===== config.mk =====
export PLATFORM = sky130hd
export DESIGN_NAME = pin_chain_tester
export DESIGN_NICKNAME = d
export VERILOG_FILES = /design/src/rtl/pin_chain_pkg.sv /design/src/rtl/pin_chain_tester_sync_bus.sv /design/src/rtl/pin_chain_tester.sv
export SDC_FILE = /design/constraint.sdc
export NUM_CORES = 1
export LEC_CHECK = 0
export CAP_MARGIN = 20
export CORE_UTILIZATION = 46
export DETAILED_ROUTE_END_ITERATION = 8
export DONT_BUFFER_PORTS = 1
export GPL_TIMING_DRIVEN = 0
export HOLD_SLACK_MARGIN = 0.08
export PLACE_DENSITY_LB_ADDON = 0.2
export SYNTH_ARGS = -nofsm -noshare
export SYNTH_HDL_FRONTEND = slang
export SYNTH_SLANG_ARGS = --single-unit

===== constraint.sdc =====
create_clock -name clk -period 3.5 [get_ports clk]
set_clock_uncertainty 0.1 [all_clocks]
set_input_delay 0.7 -clock clk [delete_from_list [all_inputs] [get_ports clk]]
set_output_delay 0.7 -clock clk [all_outputs]
set_load 0.01 [all_outputs]

===== src/rtl/pin_chain_pkg.sv =====
// rtl/pin_chain_pkg.sv - shared types, sizes and pattern generator for the pin chain tester
package pin_chain_pkg;

  typedef enum logic [1:0] {
    IDLE  = 2'd0,
    DRIVE = 2'd1,
    CHECK = 2'd2,
    DONE  = 2'd3
  } chain_state_e;

  localparam int N_CHAIN_PINS = 17;

  // Steps 0..n-1 walk a single one across the low n bits; steps n..2n-1
  // walk a single zero across the same bits. Bits at or above n stay 0.
  function automatic logic [N_CHAIN_PINS-1:0] pattern(input int unsigned k, input int unsigned n);
    logic [N_CHAIN_PINS-1:0] word;
    word = '0;
    for (int unsigned i = 0; i < N_CHAIN_PINS; i++) begin
      if (k < n) begin
        word[i] = (i == k);
      end else begin
        word[i] = (i < n) && (i != (k - n));
      end
    end
    return word;
  endfunction

endpackage


===== src/rtl/pin_chain_tester_sync_bus.sv =====
// rtl/pin_chain_tester_sync_bus.sv - multi-bit flop chain synchroniser for asynchronous inputs
module sync_bus #(
  parameter int WIDTH  = 1,
  parameter int STAGES = 2
) (
  input  logic             clk,
  input  logic             rst,
  input  logic [WIDTH-1:0] d,
  output logic [WIDTH-1:0] q
);

  logic [WIDTH-1:0] stage [STAGES];

  // Shift the raw input through STAGES flops; only the last stage is used downstream.
  always_ff @(posedge clk) begin
    if (rst) begin
      for (int i = 0; i < STAGES; i++) begin
        stage[i] <= '0;
      end
    end else begin
      stage[0] <= d;
      for (int i = 1; i < STAGES; i++) begin
        stage[i] <= stage[i-1];
      end
    end
  end

  assign q = stage[STAGES-1];

endmodule


===== src/rtl/pin_chain_tester.sv =====
// rtl/pin_chain_tester.sv - walking-one/zero sweep of the jig pin chain with per-link fail mask
module pin_chain_tester
  import pin_chain_pkg::*;
#(
  parameter int N_PINS        = N_CHAIN_PINS,
  parameter int SETTLE_CYCLES = 16,
  parameter int SYNC_STAGES   = 2
) (
  input  logic              clk,
  input  logic              rst,
  input  logic              start_i,
  input  logic [N_PINS-1:0] pins_i,
  output logic [N_PINS-1:0] pins_o,
  output logic              busy_o,
  output logic              done_o,
  output logic              pass_o,
  output logic [N_PINS-1:0] fail_mask_o
);

  localparam int N_STEPS = 2 * N_PINS;
  localparam int STEP_W  = $clog2(N_STEPS);
  localparam int CNT_W   = $clog2(SETTLE_CYCLES);
  localparam logic [STEP_W-1:0] LAST_STEP = STEP_W'(N_STEPS - 1);
  localparam logic [CNT_W-1:0]  LAST_CNT  = CNT_W'(SETTLE_CYCLES - 1);

  logic [N_PINS-1:0] synced_pins;
  logic              synced_start;
  logic              start_q;
  logic              start_pulse;

  chain_state_e      state;
  chain_state_e      next_state;
  logic [STEP_W-1:0] step;
  logic [STEP_W-1:0] step_next;
  logic [CNT_W-1:0]  settle;
  logic [CNT_W-1:0]  settle_next;
  logic [N_PINS-1:0] fail_mask;
  logic [N_PINS-1:0] fail_mask_next;
  logic [N_PINS-1:0] pattern_now;

  sync_bus #(
    .WIDTH (N_PINS),
    .STAGES(SYNC_STAGES)
  ) u_sync_pins (
    .clk(clk),
    .rst(rst),
    .d  (pins_i),
    .q  (synced_pins)
  );

  sync_bus #(
    .WIDTH (1),
    .STAGES(SYNC_STAGES)
  ) u_sync_start (
    .clk(clk),
    .rst(rst),
    .d  (start_i),
    .q  (synced_start)
  );

  // Registered rising-edge detect: a held-high start yields exactly one pulse.
  always_ff @(posedge clk) begin
    if (rst) begin
      start_q     <= 1'b0;
      start_pulse <= 1'b0;
    end else begin
      start_q     <= synced_start;
      start_pulse <= synced_start & ~start_q;
    end
  end

  assign pattern_now = N_PINS'(pattern(32'(step), N_PINS));

  // State, step/settle counters and the accumulated mismatch mask.
  always_ff @(posedge clk) begin
    if (rst) begin
      state     <= IDLE;
      step      <= '0;
      settle    <= '0;
      fail_mask <= '0;
    end else begin
      state     <= next_state;
      step      <= step_next;
      settle    <= settle_next;
      fail_mask <= fail_mask_next;
    end
  end

  // Sequencing: start only from IDLE/DONE, settle each pattern, then compare once.
  always_comb begin
    next_state     = state;
    step_next      = step;
    settle_next    = settle;
    fail_mask_next = fail_mask;
    case (state)
      IDLE, DONE: begin
        if (start_pulse) begin
          next_state     = DRIVE;
          step_next      = '0;
          settle_next    = '0;
          fail_mask_next = '0;
        end
      end
      DRIVE: begin
        if (settle == LAST_CNT) begin
          next_state = CHECK;
        end else begin
          settle_next = settle + CNT_W'(1);
        end
      end
      CHECK: begin
        fail_mask_next = fail_mask | (synced_pins ^ pattern_now);
        settle_next    = '0;
        if (step == LAST_STEP) begin
          next_state = DONE;
          step_next  = '0;
        end else begin
          next_state = DRIVE;
          step_next  = step + STEP_W'(1);
        end
      end
      default: begin
        next_state = IDLE;
      end
    endcase
  end

  // Outputs are registered copies of the internal state so pass_o, done_o and
  // fail_mask_o always change on the same edge and never disagree.
  always_ff @(posedge clk) begin
    if (rst) begin
      pins_o      <= '0;
      busy_o      <= 1'b0;
      done_o      <= 1'b0;
      pass_o      <= 1'b0;
      fail_mask_o <= '0;
    end else begin
      pins_o      <= (state == DRIVE || state == CHECK) ? pattern_now : '0;
      busy_o      <= (state == DRIVE || state == CHECK);
      done_o      <= (state == DONE);
      pass_o      <= (state == DONE) && (fail_mask == '0);
      fail_mask_o <= fail_mask;
    end
  end

endmodule

## Yosys cells after proc, flatten, opt, wreduce, memory -nomap -nowiden

Memories as Yosys holds them, arrays and structs flattened.
Cells that the tools add are included.

| storage, ports and cells | value |
|---|---|
| register bits | 68 |
| bits in writable memories | 36 |
| input port bits | 20 |
| output and inout port bits | 37 |
| word-level logic and storage cells | 114 |
| memories kept | 2 |

Memory list:

| memory | words | bits a word | read ports | clocked after memory_dff | write ports | line | source |
|---|---|---|---|---|---|---|---|
| u_sync_pins.stage | 2 | 17 | 2 | 0 | 2 | pin_chain_tester_sync_bus.sv:12 | `logic [WIDTH-1:0] stage [STAGES];` |
| u_sync_start.stage | 2 | 1 | 2 | 0 | 2 | pin_chain_tester_sync_bus.sv:12 |  |

| cells by class | value |
|---|---|
| $add $sub $neg | 3 |
| $lt $le $gt $ge | 1 |
| equal/unequal tests | 40 |
| muxes and demuxes | 36 |
| bitwise operators | 9 |
| reductions and logical operators | 12 |

Operators with widths:

| operator | number |
|---|---|
| $ne A4 B32 Y1 const A | 8 |
| $ne A3 B32 Y1 const A | 4 |
| $ne A2 B32 Y1 const A | 2 |
| $mux W17 | 3 |
| $eq A4 B6 Y1 const A | 8 |
| $pmux W17 S2 | 1 |
| $ne A1 B32 Y1 const A | 1 |
| $ne A5 B32 Y1 const A | 1 |
| $reduce_bool A32 Y1 | 1 |
| $eq A3 B6 Y1 const A | 4 |
| $mux W1 | 22 |
| $logic_not A17 Y1 | 1 |
| $or A17 B17 Y17 | 1 |
| $xor A17 B17 Y17 | 1 |
| $eq A2 B6 Y1 const A | 2 |
| $mux W6 | 2 |
| $pmux W4 S3 | 1 |
| $pmux W6 S2 | 1 |
| $mux W4 | 2 |
| $sub A6 B5 Y7 const B | 1 |
| $add A6 B1 Y6 const B | 1 |
| $eq A1 B6 Y1 const A | 1 |
| $eq A5 B6 Y1 const A | 1 |
| $eq A6 B6 Y1 const B | 1 |
| 18 further kinds | 30 |

## Depth between registers and ports, before layout

Gate-level depths: netlist of run 1.

| logic depth | value |
|---|---|
| word-level depth | 6 |
| mapped depth | 10 |
| depth with buffers taken out | 7 |

## By module

Synthesis of run 1 repeated with hierarchy kept, for this count alone.

| second synthesis, totals | value |
|---|---|
| cells, all modules | 549 |
| area, all modules | 4689.5 sq um |

Modules (own cells, without submodules):

| module | times used | cells each | area each (sq um) | sequential area each (sq um) |
|---|---|---|---|---|
| pin_chain_tester | 1 | 457 | 3572.2 | 1361.3 |
| sync_bus (u_sync_pins) | 1 | 88 | 1064.8 | 680.7 |
| sync_bus (u_sync_start) | 1 | 4 | 52.6 | 40.0 |

## Least setup slack after synthesis of run 1

Ideal clock, no wire load.

| path | value |
|---|---|
| path kind | register -> register |
| start point | register step[1] |
| end point | register fail_mask[3] |
| library setup time | 0.117 ns |
| data arrival time | 2.106 ns |
| required time | 3.283 ns |
| setup slack | 1.177 ns |
| stages on the path, launching flop included | 9 |
| path buffers | 1 |
| period minus slack after synthesis | 2.323 ns |
| cells stage by stage | dfxtp_1 buf_2 inv_1 ha_1 or2_1 o31ai_2 a31oi_1 or3_1 a32o_1 |

| between the ends | value |
|---|---|
| longest elaborated chain between the ends | 6 |
| elaborated cells on any way between the ends | 8 |
| those cells by class | add/sub (1); order compare (1); eq/ne (2); mux (2); bitwise (2) |

Ends and longest elaborated chain:

| what | line | source |
|---|---|---|
| start, declared | pin_chain_tester.sv:33 | `logic [STEP_W-1:0] step;` |
| start signal, assigned | pin_chain_tester.sv:83 | `step <= step_next;` |
| $sub A6 B5 Y7 | pin_chain_pkg.sv:22 | `word[i] = (i < n) && (i != (k - n));` |
| $ne A2 B32 Y1 | pin_chain_pkg.sv:22 |  |
| $mux W1 (*) | pin_chain_pkg.sv:19 | `if (k < n) begin` |
| $xor A17 B17 Y17 (*) | pin_chain_tester.sv:112 | `fail_mask_next = fail_mask \| (synced_pins ^ pattern_now);` |
| $or A17 B17 Y17 (*) | pin_chain_tester.sv:112 |  |
| $pmux W17 S2 (*) | pin_chain_tester.sv:95 | `case (state)` |
| end signal, assigned | pin_chain_tester.sv:85 | `fail_mask <= fail_mask_next;` |
| end, declared | pin_chain_tester.sv:37 | `logic [N_PINS-1:0] fail_mask;` |

Every way passes the cells marked *; elsewhere a longest branch is shown, timed or not.
A chain may end at the register's enable or synchronous reset.

## Worst setup path after layout of run 1

Same ends and word-level chain as after synthesis.

==> results of run 1 <==
worst min-delay path by stage:
stage | to | slack [ps] | cells after the start | startpoint
after global routing | start_pulse | 330 | 1 | start_q
after detailed placement | start_pulse | 280 | 1 | start_q
after CTS | start_pulse | 300 | 1 | start_q
after floorplan | start_pulse | 270 | 1 | start_q
after global placement | start_pulse | 280 | 1 | start_q
final | start_pulse | 290 | 1 | start_q
state kept, by name, indices dropped and copies added (netlist names):
register            cells
busy_o                  1
done_o                  1
pass_o                  1
fail_mask              17
pins_o                 17
fail_mask_o            17
start_pulse             1
step                    6
settle                  4
start_q                 1
u_sync_pins.stage      34
u_sync_start.stage      2
state                   2
layer usage:
layer | vias up | track usage
li1 | 1677 | -
met1 | 1630 | 0.300
met2 | 190 | 0.346
met3 | 25 | 0.0548
met4 | 0 | 0.103
met5 | - | 0
worst reg2reg max path, cell delays in order, from the launching register on:
cell	delay, ps
dfxtp_1	420
buf_2	250
inv_1	120
ha_1	300
or2_1	300
o31ai_2	420
a31oi_1	220
or3_1	350
a32o_1	250
synth_stat cells, types with 3 or more instances:
master / count / share of area
nor2b_1: 59 / 0.085
nor2_1: 27 / 0.023
or3_1: 7 / 0.010
and3_1: 7 / 0.010
nand4_1: 9 / 0.013
clkbuf_1: 17 / 0.015
mux2i_1: 7 / 0.016
a32o_1: 6 / 0.014
o211ai_1: 4 / 0.0069
a32oi_1: 4 / 0.0080
o311a_1: 8 / 0.018
a211oi_1: 3 / 0.0052
buf_2: 10 / 0.011
a221o_1: 4 / 0.0092
a21o_1: 4 / 0.0069
a22oi_1: 8 / 0.014
nand3b_1: 3 / 0.0052
a21oi_1: 18 / 0.021
nand2_1: 37 / 0.032
a31oi_1: 5 / 0.0072
ha_1: 12 / 0.034
inv_1: 17 / 0.015
and2_1: 8 / 0.011
dfxtp_1: 104 / 0.48
nor3_1: 10 / 0.011
nand3_1: 13 / 0.015
nand2b_1: 5 / 0.0072
or2_2: 3 / 0.0043
nor4_1: 5 / 0.0072
o21ai_0: 16 / 0.018
cells by family (layout without fill, tap and decap cells):
logic type      after synthesis  count (layout)  synth area share
xor+xnor                      3               3           0.00602
flops                       104             104             0.477
buf+inv                      48              64            0.0467
simple gates                203             203             0.261
fa+ha+maj                    12              12            0.0344
compound gates               94              94             0.159
mux                           7               7            0.0161
layout by cell type (no fill, tap or decap), types with 2 or more instances in the layout:
cell type	count
nor4b_2	2
a21oi_1	18
and2_1	8
inv_8	2
or2_2	3
nor2b_1	59
o311a_1	8
nor3b_1	2
clkbuf_1	17
inv_6	2
nand2_1	37
and3_1	7
nor3_1	10
nand2b_1	5
a221o_1	4
nand3b_1	3
o22ai_1	2
a31oi_1	5
nor4_1	5
xnor2_1	2
buf_1	2
a21o_1	4
nand4_1	9
a22oi_1	8
or3_1	7
nor2_1	27
a32o_1	6
nand3_1	13
inv_1	17
clkbuf_8	9
buf_2	10
a211oi_1	3
dfxtp_1	104
mux2i_1	7
ha_1	12
o21ai_0	16
o211ai_1	4
a32oi_1	4
layout make-up:
type,count,area (µm²),area share
buffer,31,140,0.0298
clock buffer,9,124,0.0263
clock inverter,7,82.6,0.0175
inverter,17,63.8,0.0135
multi-input combinational,319,2080,0.441
sequential,104,2080,0.442
tap,111,139,0.0295
stage by stage:
| stage | instances | util |
|---|---|---|
| floorplan | 471 | - |
| global placement | 582 | 0.490 |
| detailed placement | 582 | 0.490 |
| CTS | 598 | 0.512 |
| global route | 598 | 0.512 |
| finish | 598 | 0.512 |
power by group:
group / switching, mW / internal (mW) / total, mW
clock: 0.434 / 0.344 / 0.778
sequential: 0.0159 / 1.21 / 1.22
combinational: 0.0582 / 0.0303 / 0.0885
==> impl_metrics.tcl, run 1 <==
set metrics [dict create \
    status "complete, but fails checks" \
    violations "DRC" \
    antenna_found_initial 0 \
    synth_area_um2 4360 \
    initial_core_util 0.475 \
    worstSetupPathType "flop to flop" \
    rrSetupSlack_ps 680 \
    rr_worst_depth 8 \
    async_flop_share 0 \
    p_leak_nw 1.76 \
    critPathMaxStageDelay_ps 420 \
    port_buffers 0 \
    final_cell_area_um2 4710 \
    end_kind "flop" \
    wl_per_cell_um 17.2 \
    synth_edf_count 0 \
    synth_ff_type "dfxtp_1" \
    path_buf_inv 2 \
    cts_resized 0 \
    hold_ws_ps 291 \
    layout-drive-gt1-share 0.0821 \
    overflow 0 \
    vias 3522 \
    clock_path_buffers 2 \
    setup-tns-final_ps 0 \
    grt_pass1_wl_mm 16.9 \
    crit_cells 8 \
    fillerInstances 872 \
    finalSetupViolations 0 \
    grt_usage 0.226 \
    cts_sinks 104 \
    worstHoldPathType "flop to flop" \
    crit_chain "buf_2 > inv_1 > ha_1 > or2_1 > o31ai_2 > a31oi_1 > or3_1 > a32o_1" \
    coreArea_um2 9200 \
    startpoint "step[1]" \
    r2r_end "fail_mask[3]" \
    drt-met1-wl_mm 4.63 \
    drt-initial-drc-count 250 \
    ant_nets 0 \
    drv_slew 0 \
    drt_wl_total_mm 10.3 \
    wl_met2_mm 4.52 \
    avgSynthCellArea_um2 9.27 \
    cts_max_level 3 \
    powerDensity_nw_per_um2 444 \
    die_x_um 99.4 \
    slew_headroom 0.536 \
    rsz0062_at_grt "no" \
    grt_pass1_vias 3326 \
    grt_start_max_net_pins 20 \
    cts_hold_buf 0 \
    dpl_worst_slack_ps 721 \
    cts_buffers 9 \
    r2r_start "step[1]" \
    clock-root-buffer "clkbuf_8" \
    die_area_um2 9880 \
    cp_max_fo 10 \
    p_total_mw 2.09 \
    areaGrowthSynthToFinish_pct 7.91 \
    netlist_instances 471 \
    cp-endpoint "fail_mask[3]" \
    worst_pin_slew_ps 689 \
    ir_worst_vdd_mv 0.252 \
    final_nets 514 \
    drc 2 \
    synth_warnings 0 \
    fmax_mhz 355 \
    diodes 0 \
    finalHoldViolCount 0 \
    crit_arrival_ps 3010 \
    cts_tree "done" \
    yosysSeqAreaShare 0.477 \
    viasPerCell 5.89 \
    clk_latency_ps 390 \
    required_ps 3690 \
    routed.top_layer "met4" \
    synth_cell_types 56 \
    syn_nets 503 \
    cp_slowest_cell "dfxtp_1" \
    cp-start-kind "flop" \
    placed_area_um2 4500 \
    io_pins 57 \
    place_congestion 0.884 \
    die_h_um 99.4 \
    met3WireLength_um 861 \
    cap_violations 0 \
    postCtsSetupBuffers 0 \
    synth-seq-cells 104 \
    dr.pass1.iters 7 \
    row_count 35 \
    fin_ws_ps 683 \
    finalCritPeriodShare 0.805 \
    dpl.hpwl_mm 7.57 \
    clk_pin_slew_worst_paths_ps 110 \
    period_needed_ps 2820 \
    crit_family "compound AO/OA/AOI/OAI gates" \
]
Note: power is estimated with default switching activity, not from simulation.
==> inputs of run 2 (changes only) <==
==> constraint.sdc (replaced) <==
create_clock -name clk -period 2.6 [get_ports clk]
set_clock_uncertainty 0.1 [all_clocks]
set_input_delay 0.52 -clock clk [delete_from_list [all_inputs] [get_ports clk]]
set_output_delay 0.52 -clock clk [all_outputs]
set_load 0.01 [all_outputs]
==> run 2 against run 1 <==
Effect of this change: worst setup slack worse by 530 ps; combinational power grew 40%; first-iteration DRC count down 4.8%; via count fell by 1.7%; sequential share of layout area fell by 0.41 points; largest power group unchanged; die area did not move; power is 35% higher; sequential power up 35%; the flow still finishes with violations (DRC); clock-buffer cell count stayed put; global-route usage stayed put; routed wire length increased by 0.21%.
==> impl_metrics.tcl, run 2 (same netlist as run 1, synthesis figures left out) <==
set metrics [dict create \
    cp-start-kind "flop" \
    pwr-share-comb 0.044 \
    dpl.hpwl_mm 7.57 \
    critPathMaxStageDelay_ps 390 \
    die_area_um2 9880 \
    initial_core_util 0.475 \
    die_h_um 99.4 \
    grt_usage 0.226 \
    drt_wl_total_mm 10.3 \
    end_kind "flop" \
    swShare 0.244 \
    layout-drive-gt1-share 0.0986 \
    areaGrowthSynthToFinish_pct 9.06 \
    powerDensity_nw_per_um2 593 \
    vias 3461 \
    fillerInstances 864 \
    cp_max_fo 10 \
    crit_family "compound AO/OA/AOI/OAI gates" \
    antenna_found_initial 0 \
    violations "DRC" \
    final_core_util 0.518 \
    clock_path_buffers 2 \
    final_common_cell "dfxtp_1" \
    dp_cells 582 \
    worstSetupPathType "flop to flop" \
    drv_slew 0 \
    status "complete, but fails checks" \
    cts_sinks 104 \
    slew_headroom 0.525 \
    grt_pass1_vias 3313 \
    diodes 0 \
    startpoint "step[0]" \
    path_buf_inv 2 \
    cts_tree "done" \
    worst_pin_slew_ps 706 \
    cts_buffers 9 \
    power_frac_clock 0.372 \
    finalCritPeriodShare 0.943 \
    rsz0062_at_grt "no" \
    cts_max_level 3 \
    hold_ws_ps 148 \
    p_int_mw 2.13 \
    p_seq_frac 0.584 \
    drc 2 \
    finalHoldViolCount 0 \
    p_sw_mw 0.689 \
    wl_per_cell_um 17.3 \
    largest_reg_flops 34 \
    clk_pin_slew_worst_paths_ps 110 \
    cp_slowest_cell "dfxtp_2" \
    coreArea_um2 9200 \
    final_nets 514 \
    multi_input_comb_area_um2 2120 \
    dr.pass1.iters 7 \
    drt-initial-drc-count 238 \
    ir_worst_vdd_mv 0.338 \
    ant_nets 0 \
    p_total_mw 2.82 \
    viasPerCell 5.79 \
    crit_arrival_ps 2650 \
    io_pins 57 \
    clock-root-buffer "clkbuf_8" \
    final_cell_mix "dfxtp_1, nor2b_1, nand2_1, nor2_1, a21oi_1" \
    final-seq-area_um2 2080 \
    finalSetupViolations 0 \
    grt_start_max_net_pins 20 \
    grt_pass1_wl_mm 16.9 \
    layout.cells.non_filler 598 \
    r2r_start "step[0]" \
    period_needed_ps 2450 \
    largest_register "u_sync_pins.stage" \
    row_count 35 \
    setup-tns-final_ps 0 \
    crit_chain "buf_6 > inv_1 > ha_2 > or2_4 > o31ai_4 > a31oi_1 > or3_1 > a32o_1" \
    required_ps 2800 \
    die_x_um 99.4 \
    cap_violations 0 \
    hp-start "pins_i[2]" \
    worstHoldPathType "primary input to flop" \
    port_buffers 0 \
    fmax_mhz 408 \
    p_leak_nw 1.79 \
    clk_latency_ps 390 \
    place_congestion 0.884 \
    overflow 0 \
]
## run 2: cell types whose count changed in the layout (fill, tap and decap cells not counted), sizes merged
cell and change:
clkbuf +1, buf -1
## run 2: path summary, 6_finish.rpt
check	slack, ps	cells after the start	end
min	150	1	u_sync_pins.stage[0][2]
max	150	8	fail_mask[0]
min reg2reg	290	1	start_pulse
max reg2reg	150	8	fail_mask[0]
## run 2: metrics by stage
step	worst slack, ps	area (µm²)
global placement	-151	4500
finish	149	4760
global route	4.97	4760
detailed placement	-179	4500
floorplan	277	4360
CTS	19.4	4730
## run 2: area by class of cell
| class | instances | area share |
|---|---|---|
| multi-input cells | 319 | 0.445 |
| flip-flops and latches | 104 | 0.438 |
| plain buffers | 31 | 0.0308 |
| well taps | 111 | 0.0292 |
| clock buffers | 9 | 0.0260 |
| clock inverters | 7 | 0.0174 |
| inverters | 17 | 0.0134 |
## run 2: power groups by stage
stage | clock network (mW) | logic (mW) | registers, mW
after floorplan | 0 | 0.0889 | 1.68
after global placement | 0 | 0.115 | 1.68
after detailed placement | 0 | 0.118 | 1.68
after CTS | 1.07 | 0.119 | 1.65
after global routing | 1.15 | 0.140 | 1.65
final | 1.05 | 0.124 | 1.65
## run 2: worst reg2reg max path: stages, from the launching register on
cell	delay, ps
dfxtp_2	390
buf_6	150
inv_1	100
ha_2	260
or2_4	270
o31ai_4	310
a31oi_1	190
or3_1	340
a32o_1	240
## run 2: metal layers
layer	GRT usage	wire, µm	vias to the layer above
li1	-	-	1680
met1	0.299	4690	1609
met2	0.345	4600	148
met3	0.0590	772	24
met4	0.103	264	0
met5	0	0	-
## run 2: what timing repair did
action | in CTS | in global routing
pin swaps | 1 | 1
hold buffers | 0 | 0
setup endpoints to repair | 5 | 15
setup buffers | 0 | 0
cloned | 0 | 0
gates resized for setup | 6 | 8
